`src/rtl/ppu_pkg.sv`:
```
// Shared posit-unit types: operations, FIR operands, ops result metadata and scheduler entries.
// Also holds the per-operation latency table used by the issue scheduler.
package ppu_pkg;

  localparam int unsigned PPU_N       = 16;
  localparam int unsigned SCALE_W     = 7;
  localparam int unsigned FRAC_W      = 2 * PPU_N;
  localparam int unsigned SCHED_TAG_W = 4;
  localparam int unsigned MAX_OP_LAT  = 4;

  typedef enum logic [2:0] {
    OP_ADD = 3'd0,
    OP_SUB = 3'd1,
    OP_MUL = 3'd2,
    OP_FMA = 3'd3,
    OP_DIV = 3'd4
  } operation_e;

  typedef struct packed {
    logic               nar;
    logic               zero;
    logic               sign;
    logic [SCALE_W-1:0] scale;
    logic [PPU_N-1:0]   mant;
  } fir_t;

  typedef struct packed {
    logic               nar;
    logic               zero;
    logic               sign;
    logic [SCALE_W-1:0] scale;
    logic [FRAC_W-1:0]  frac;
    logic               sticky;
  } ops_out_meta_t;

  typedef struct packed {
    logic [SCHED_TAG_W-1:0] tag;
    ops_out_meta_t          result;
  } sched_entry_t;

  // Fixed pipeline depth of each operation inside the ops datapath.
  function automatic int unsigned op_latency(input operation_e op);
    case (op)
      OP_ADD, OP_SUB: return 1;
      OP_MUL:         return 2;
      OP_FMA:         return 3;
      OP_DIV:         return 4;
      default:        return MAX_OP_LAT;
    endcase
  endfunction

endpackage

```
`src/rtl/ops_result_fifo.sv`:
```
// First-word-fall-through result FIFO; the head is read straight from registered storage.
// Pointers wrap naturally because DEPTH is a power of two.
module ops_result_fifo
  import ppu_pkg::*;
#(
  parameter int unsigned W     = $bits(sched_entry_t),
  parameter int unsigned DEPTH = 4
) (
  input  logic                         clk_i,
  input  logic                         rst_i,
  input  logic                         push_i,
  input  logic [W-1:0]                 push_data_i,
  input  logic                         pop_i,
  output logic                         valid_o,
  output logic [W-1:0]                 head_o,
  output logic [$clog2(DEPTH+1)-1:0]   cnt_o
);

  localparam int unsigned PTR_W = $clog2(DEPTH);
  localparam int unsigned CNT_W = $clog2(DEPTH + 1);

  logic [W-1:0]     r_mem [DEPTH];
  logic [PTR_W-1:0] r_wr_ptr;
  logic [PTR_W-1:0] r_rd_ptr;
  logic [CNT_W-1:0] r_cnt;

  always_ff @(posedge clk_i or negedge rst_i) begin
    if (!rst_i) begin
      r_wr_ptr <= '0;
      r_rd_ptr <= '0;
      r_cnt    <= '0;
    end else begin
      if (push_i) r_wr_ptr <= r_wr_ptr + PTR_W'(1);
      if (pop_i)  r_rd_ptr <= r_rd_ptr + PTR_W'(1);
      case ({push_i, pop_i})
        2'b10:   r_cnt <= r_cnt + CNT_W'(1);
        2'b01:   r_cnt <= r_cnt - CNT_W'(1);
        default: r_cnt <= r_cnt;
      endcase
    end
  end

  // Storage carries no reset; validity is tracked entirely by r_cnt.
  always_ff @(posedge clk_i) begin
    if (push_i) r_mem[r_wr_ptr] <= push_data_i;
  end

  assign valid_o = (r_cnt != '0);
  assign head_o  = r_mem[r_rd_ptr];
  assign cnt_o   = r_cnt;

  a_no_overflow: assert property (@(posedge clk_i) disable iff (!rst_i)
    !(push_i && !pop_i && (r_cnt == CNT_W'(DEPTH))));
  a_no_underflow: assert property (@(posedge clk_i) disable iff (!rst_i)
    !(pop_i && (r_cnt == '0)));

endmodule

```
`src/rtl/ops_scheduler.sv`:
```
// Issue/collect controller for the posit ops datapath: reserves the completion slot of each op,
// captures ops_result_i when the slot comes due and returns {tag,result} in completion order.
module ops_scheduler
  import ppu_pkg::*;
#(
  parameter int unsigned N         = 16,
  parameter int unsigned TAG_W     = 4,
  parameter int unsigned MAX_LAT   = 8,
  parameter int unsigned OUT_DEPTH = 4
) (
  input  logic               clk_i,
  input  logic               rst_i,
  input  logic               in_valid_i,
  output logic               in_ready_o,
  input  operation_e         in_op_i,
  input  logic [TAG_W-1:0]   in_tag_i,
  input  fir_t               in_fir1_i,
  input  fir_t               in_fir2_i,
  input  fir_t               in_fir3_i,
  output operation_e         ops_op_o,
  output fir_t               ops_fir1_o,
  output fir_t               ops_fir2_o,
  output fir_t               ops_fir3_o,
  output logic               ops_issue_o,
  input  ops_out_meta_t      ops_result_i,
  output logic               out_valid_o,
  input  logic               out_ready_i,
  output logic [TAG_W-1:0]   out_tag_o,
  output ops_out_meta_t      out_result_o,
  output logic               busy_o
);

  localparam int unsigned LAT_W  = $clog2(MAX_LAT + 1);
  localparam int unsigned INF_W  = $clog2(MAX_LAT + 1);
  localparam int unsigned CNT_W  = $clog2(OUT_DEPTH + 1);
  localparam int unsigned CRED_W = $clog2(MAX_LAT + OUT_DEPTH + 1);

  typedef struct packed {
    logic [TAG_W-1:0] tag;
    ops_out_meta_t    result;
  } entry_t;

  logic [MAX_LAT:1]  r_resv;
  logic [MAX_LAT:1]  w_resv_nxt;
  logic [TAG_W-1:0]  r_tag     [MAX_LAT:1];
  logic [TAG_W-1:0]  w_tag_nxt [MAX_LAT:1];
  logic [LAT_W-1:0]  w_lat;
  logic              w_coll;
  logic [INF_W-1:0]  w_inflight;
  logic [CRED_W-1:0] w_credit;
  logic              w_issue;
  logic              w_pop;
  logic [CNT_W-1:0]  w_fifo_cnt;
  entry_t            w_push_entry;
  entry_t            w_head;

  assign ops_op_o   = in_op_i;
  assign ops_fir1_o = in_fir1_i;
  assign ops_fir2_o = in_fir2_i;
  assign ops_fir3_o = in_fir3_i;

  assign w_lat = LAT_W'(op_latency(in_op_i));

  // An op of latency L lands in slot L after the shift, which is occupied iff slot L+1 is busy now.
  always_comb begin
    w_coll     = 1'b0;
    w_inflight = '0;
    for (int k = 1; k < MAX_LAT; k++) begin
      if (w_lat == LAT_W'(k)) w_coll = r_resv[k+1];
    end
    for (int k = 1; k <= MAX_LAT; k++) begin
      w_inflight = w_inflight + INF_W'(r_resv[k]);
    end
  end

  // Every in-flight op already owns a FIFO entry, so a capture can never meet a full FIFO.
  assign w_credit    = CRED_W'(w_inflight) + CRED_W'(w_fifo_cnt);
  assign in_ready_o  = rst_i & ~w_coll & (w_credit < CRED_W'(OUT_DEPTH));
  assign w_issue     = in_valid_i & in_ready_o;
  assign ops_issue_o = w_issue;

  always_comb begin
    w_resv_nxt = '0;
    for (int k = 1; k <= MAX_LAT; k++) w_tag_nxt[k] = r_tag[k];
    for (int k = 1; k < MAX_LAT; k++) begin
      w_resv_nxt[k] = r_resv[k+1];
      w_tag_nxt[k]  = r_tag[k+1];
    end
    for (int k = 1; k <= MAX_LAT; k++) begin
      if (w_issue && (w_lat == LAT_W'(k))) begin
        w_resv_nxt[k] = 1'b1;
        w_tag_nxt[k]  = in_tag_i;
      end
    end
  end

  always_ff @(posedge clk_i or negedge rst_i) begin
    if (!rst_i) begin
      r_resv <= '0;
      for (int k = 1; k <= MAX_LAT; k++) r_tag[k] <= '0;
    end else begin
      r_resv <= w_resv_nxt;
      for (int k = 1; k <= MAX_LAT; k++) r_tag[k] <= w_tag_nxt[k];
    end
  end

  assign w_push_entry = '{tag: r_tag[1], result: ops_result_i};
  assign w_pop        = out_valid_o & out_ready_i;

  ops_result_fifo #(
    .W     ($bits(entry_t)),
    .DEPTH (OUT_DEPTH)
  ) u_fifo (
    .clk_i       (clk_i),
    .rst_i       (rst_i),
    .push_i      (r_resv[1]),
    .push_data_i (w_push_entry),
    .pop_i       (w_pop),
    .valid_o     (out_valid_o),
    .head_o      (w_head),
    .cnt_o       (w_fifo_cnt)
  );

  assign out_tag_o    = w_head.tag;
  assign out_result_o = w_head.result;
  assign busy_o       = (|r_resv) | (w_fifo_cnt != '0);

  a_pkg_width: assert property (@(posedge clk_i) N == PPU_N);
  a_lat_range: assert property (@(posedge clk_i) disable iff (!rst_i)
    in_valid_i |-> (op_latency(in_op_i) <= MAX_LAT));
  a_issue_free: assert property (@(posedge clk_i) disable iff (!rst_i)
    ops_issue_o |-> !w_coll);

endmodule

```
`config.mk`:
```
export PLATFORM = sky130hd
export DESIGN_NAME = ops_scheduler
export DESIGN_NICKNAME = d
export VERILOG_FILES = /design/src/rtl/ppu_pkg.sv /design/src/rtl/ops_result_fifo.sv /design/src/rtl/ops_scheduler.sv
export SDC_FILE = /design/constraint.sdc
export NUM_CORES = 1
export LEC_CHECK = 0
export BUFFER_PORTS_ARGS = -buffer_cell sky130_fd_sc_hd__buf_4
export CAP_MARGIN = 20
export CORE_ASPECT_RATIO = 1.5
export CORE_UTILIZATION = 25
export CTS_CLUSTER_SIZE = 12
export DETAILED_ROUTE_END_ITERATION = 7
export PLACE_DENSITY = 0.43
export SLEW_MARGIN = 10
export SYNTH_ARGS = -nofsm -noshare
export SYNTH_HDL_FRONTEND = slang
export SYNTH_SLANG_ARGS = --single-unit
```
`constraint.sdc`:
```
create_clock -name clk_i -period 3.6 [get_ports clk_i]
set_clock_uncertainty 0.1 [all_clocks]
set_input_delay 0.72 -clock clk_i [delete_from_list [all_inputs] [get_ports clk_i]]
set_output_delay 0.72 -clock clk_i [all_outputs]
set_load 0.05 [all_outputs]
```
==> metrics.md <==
| Metric | Value |
|---|---|
| Status | `finished, violations left` |
| Failing checks | `negative setup slack` |
| CP Cell Sequence | `fa_1, inv_2, fa_1, inv_1, ha_2, ha_4, or3_4, a221oi_4, and3_4, and2_4, buf_8` |
| Die Area | `37,600 um^2` |
| Htree depth | `1` |
| Initial antenna violation count | `0` |
| Dpl cell area | `10,100 um^2` |
| ANT nets after route | `0` |
| Crit path buf inv count | `3` |
| VDD IR-drop max | `0.626 mV` |
| Avg WL per Cell | `18.2 um` |
| Sequential cell area fraction in the yosys report | `72.8%` |
| Detail Placement HPWL | `11.7 mm` |
| Final hold violation count | `0` |
| Crit-path slowest cell | `fa_1` |
| Netlist Area Pre-Place | `9200 um^2` |
| Power Dens Cells | `935 nW/um^2` |
| GR Layer Usage met3 | `2.67%` |
| Met1 usage | `10.3%` |
| Worst-path clk slew | `approximately 0.06 ns` |
| Rows | `85` |
| Max incr delay on CP | `between 0.5 and 0.6 ns` |
| Port Buffers | `between 100 and 150` |
| Grt peak-use layer | `met2` |
| CTS tree | `yes` |
| FFs w/ async S/R, synth | `~18%` |
| Largest net degree at the start of global routing | `43` |
| Cell mode on critical path | `fa_1` |
| Syn avg cell area | `between 15 and 20 um^2` |
| TritonCTS Buffers | `26` |
| Final period util | `120%` |
| Global route overflow | `0` |
| Final setup viols | `2` |
| Clock buffer depth | `3` |
| Number of synthesized register bits | `230` |
| Achievable frequency | `~230 MHz` |
| First-pass GRT wire length | `about 28 mm` |
| Placer congestion estimate | `roughly 0.73` |
| DRC violations left | `0` |
| Core area | `36,100 um^2` |
| Internal reg-to-reg setup slack | `0.13 ns` |
| Post-synth top area share | `approximately three fifths` |
| Final slew viol count | `0` |
| Met2 GRT Util | `18.3%` |
| Clock root cell | `clkbuf_16` |
| CP Capture Type | `output port` |
| Area Growth Syn to Fin | `19.3%` |
| Unrepaired setup endpoints after global routing | `yes` |
| Synth warnings | `0` |
| Synthesized instance count | `466` |
| Cell variety after synth | `32` |
| CTS Hold Bufs | `0` |
| Final Net Count | `672` |
| Final core occ | `30.4%` |
| Min Tclk post-route | `4.31 ns` |
| Most frequent cell after synthesis | `edfxtp_1` |
| DRT Wirelength | `18.6 mm` |
| Fillers | `between 3,000 and 4,000` |
| Clock sinks | `230` |
| Initial Util | `25.5%` |
| Vias/cell | `around 4.1` |
| Critical path startpoint category | `flip-flop` |
| Ranking of synthesized cells by area | `edfxtp_1, mux4_2, dfrtp_1` |
| Crit Path Class | `reg2out` |
| Yosys top cell by area | `edfxtp_1` |
| IO Count | `264` |
| Min-Delay Path Class | `in2async` |
| Synth cell count leaders | `edfxtp_1, buf_4, mux4_2, dfrtp_1, mux2_2` |
| Vias | `4,164` |
| Top delay family on crit path | `adder cells` |
| Proportion of layout cells with a drive suffix above 1 | `a little under half` |
| Post-synth EDFFs | `188` |
| Gr usage total | `10.0%` |
| Die width | `159 um` |
| DR iter-0 viols | `112` |
| Pleak | `3.91 nW` |
| Tightest Pin Transition | `0.747 ns` |
| Worst-skew pair later-pin latency | `0.52 ns` |
| Slew headroom | `between 50% and 60%` |
| Final instance area | `11,000 um^2` |
| Hold slack | `between 0.15 and 0.2 ns` |
| Max cap viols | `0` |
| Chip Height | `237 um` |
| Ys flop type | `edfxtp_1` |
| Number of global-route vias before repair | `between 4,000 and 5,000` |
| Crit path DAT | `3.49 ns` |
| Setup ws final | `-0.713 ns` |
| Data required time of the critical path | `2.78 ns` |
| Worst-path maximum fanout | `3` |
| First-pass DRT Iterations | `4` |
[layout by cell type, fill, tap and decap left out, types with 2 or more instances in the layout]
master and n:
buf_8 2, edfxtp_1 188, mux2i_1 2, ha_1 8, mux2_2 14, dfrtp_1 40, xnor2_1 2, inv_2 2
xor2_1 4, fa_1 3, conb_1 5, o21ai_0 3, clkbuf_8 2, clkinvlp_4 2, ha_4 2, nand2_1 3
clkbuf_1 10, mux4_2 47, nor2_1 3, mux2_4 2, buf_4 126, or2b_1 3, clkbuf_16 27, inv_1 11
nand4_1 4, clkinv_2 2, and2_2 4
[state kept, by name, indices dropped and copies added (netlist names)]
signal and cells:
r_tag 28, u_fifo.r_wr_ptr 2, u_fifo.r_rd_ptr 2, u_fifo.r_mem 188
r_resv 7, u_fifo.cnt_o 3
[timing repair]
item | 4_1_cts | 5_1_grt
resized for setup | 10 | 3
setup endpoints to repair | 6 | 18
pin swaps | 4 | 6
cloned | 0 | 0
buffers inserted | 2 | 4
[metal layers]
metal | share of wire [%] | vias to the layer above
met5 | 0 | -
met4 | 4.0 | 0
met3 | 7.1 | 88
met2 | 53 | 115
met1 | 35 | 2158
li1 | - | 1803
[per-stage QoR]
stage	setup slack (ns)	std cells	setup TNS, ns	power, mW
2_1_floorplan	-0.346	470	-0.429	6.77
3_3_place_gp	-0.236	970	-0.350	7.81
4_1_cts	-0.792	1016	-1.54	10.5
5_1_grt	-0.859	1020	-1.67	10.8
3_5_place_dp	-0.285	970	-0.443	7.89
6_report	-0.713	1021	-1.39	10.3
[path summary, 6_finish.rpt]
| path | start | end | cells past startpoint |
|---|---|---|---|
| worst min-delay path | rst_i | r_tag[21] | 2 |
| max in group asynchronous | rst_i | u_fifo.r_rd_ptr[0] | 2 |
| worst min register to register | r_tag[23] | r_tag[19] | 0 |
| worst max-delay path | r_resv[2] | ops_issue_o | 11 |
| min in group clk_i | r_tag[23] | r_tag[19] | 0 |
| worst max register to register | r_resv[2] | r_tag[10] | 11 |
[where the power goes]
| group | total (mW) | internal, mW | switching, mW |
|---|---|---|---|
| sequential | 3.74 | 3.51 | 0.236 |
| combinational | 4.11 | 1.53 | 2.58 |
| clock | 2.41 | 1.41 | 0.993 |
| total | 10.3 | 6.45 | 3.81 |
[layout make-up]
class / count / area [um^2] / share of cell area [%]
Clock inverter: 6 / 37.5 / 0.342
Antenna cell: 1 / 2.50 / 0.0228
Multi-Input combinational cell: 125 / 1850 / 16.9
Inverter: 13 / 48.8 / 0.445
Tap cell: 478 / 598 / 5.45
Clock buffer: 39 / 741 / 6.75
Timing Repair Buffer: 129 / 996 / 9.07
Sequential cell: 230 / 6700 / 61.1
[kinds of logic after synthesis]
group / after synthesis / share of synthesized area, %
mux: 65 / 13.7
simple gates: 27 / 1.81
other cells: 1 / 0.0407
compound gates: 6 / 0.612
xor+xnor: 7 / 0.666
buf+inv: 115 / 8.06
fa+ha+maj: 15 / 2.37
flops: 230 / 72.8
(Power assumes the default switching activity.)
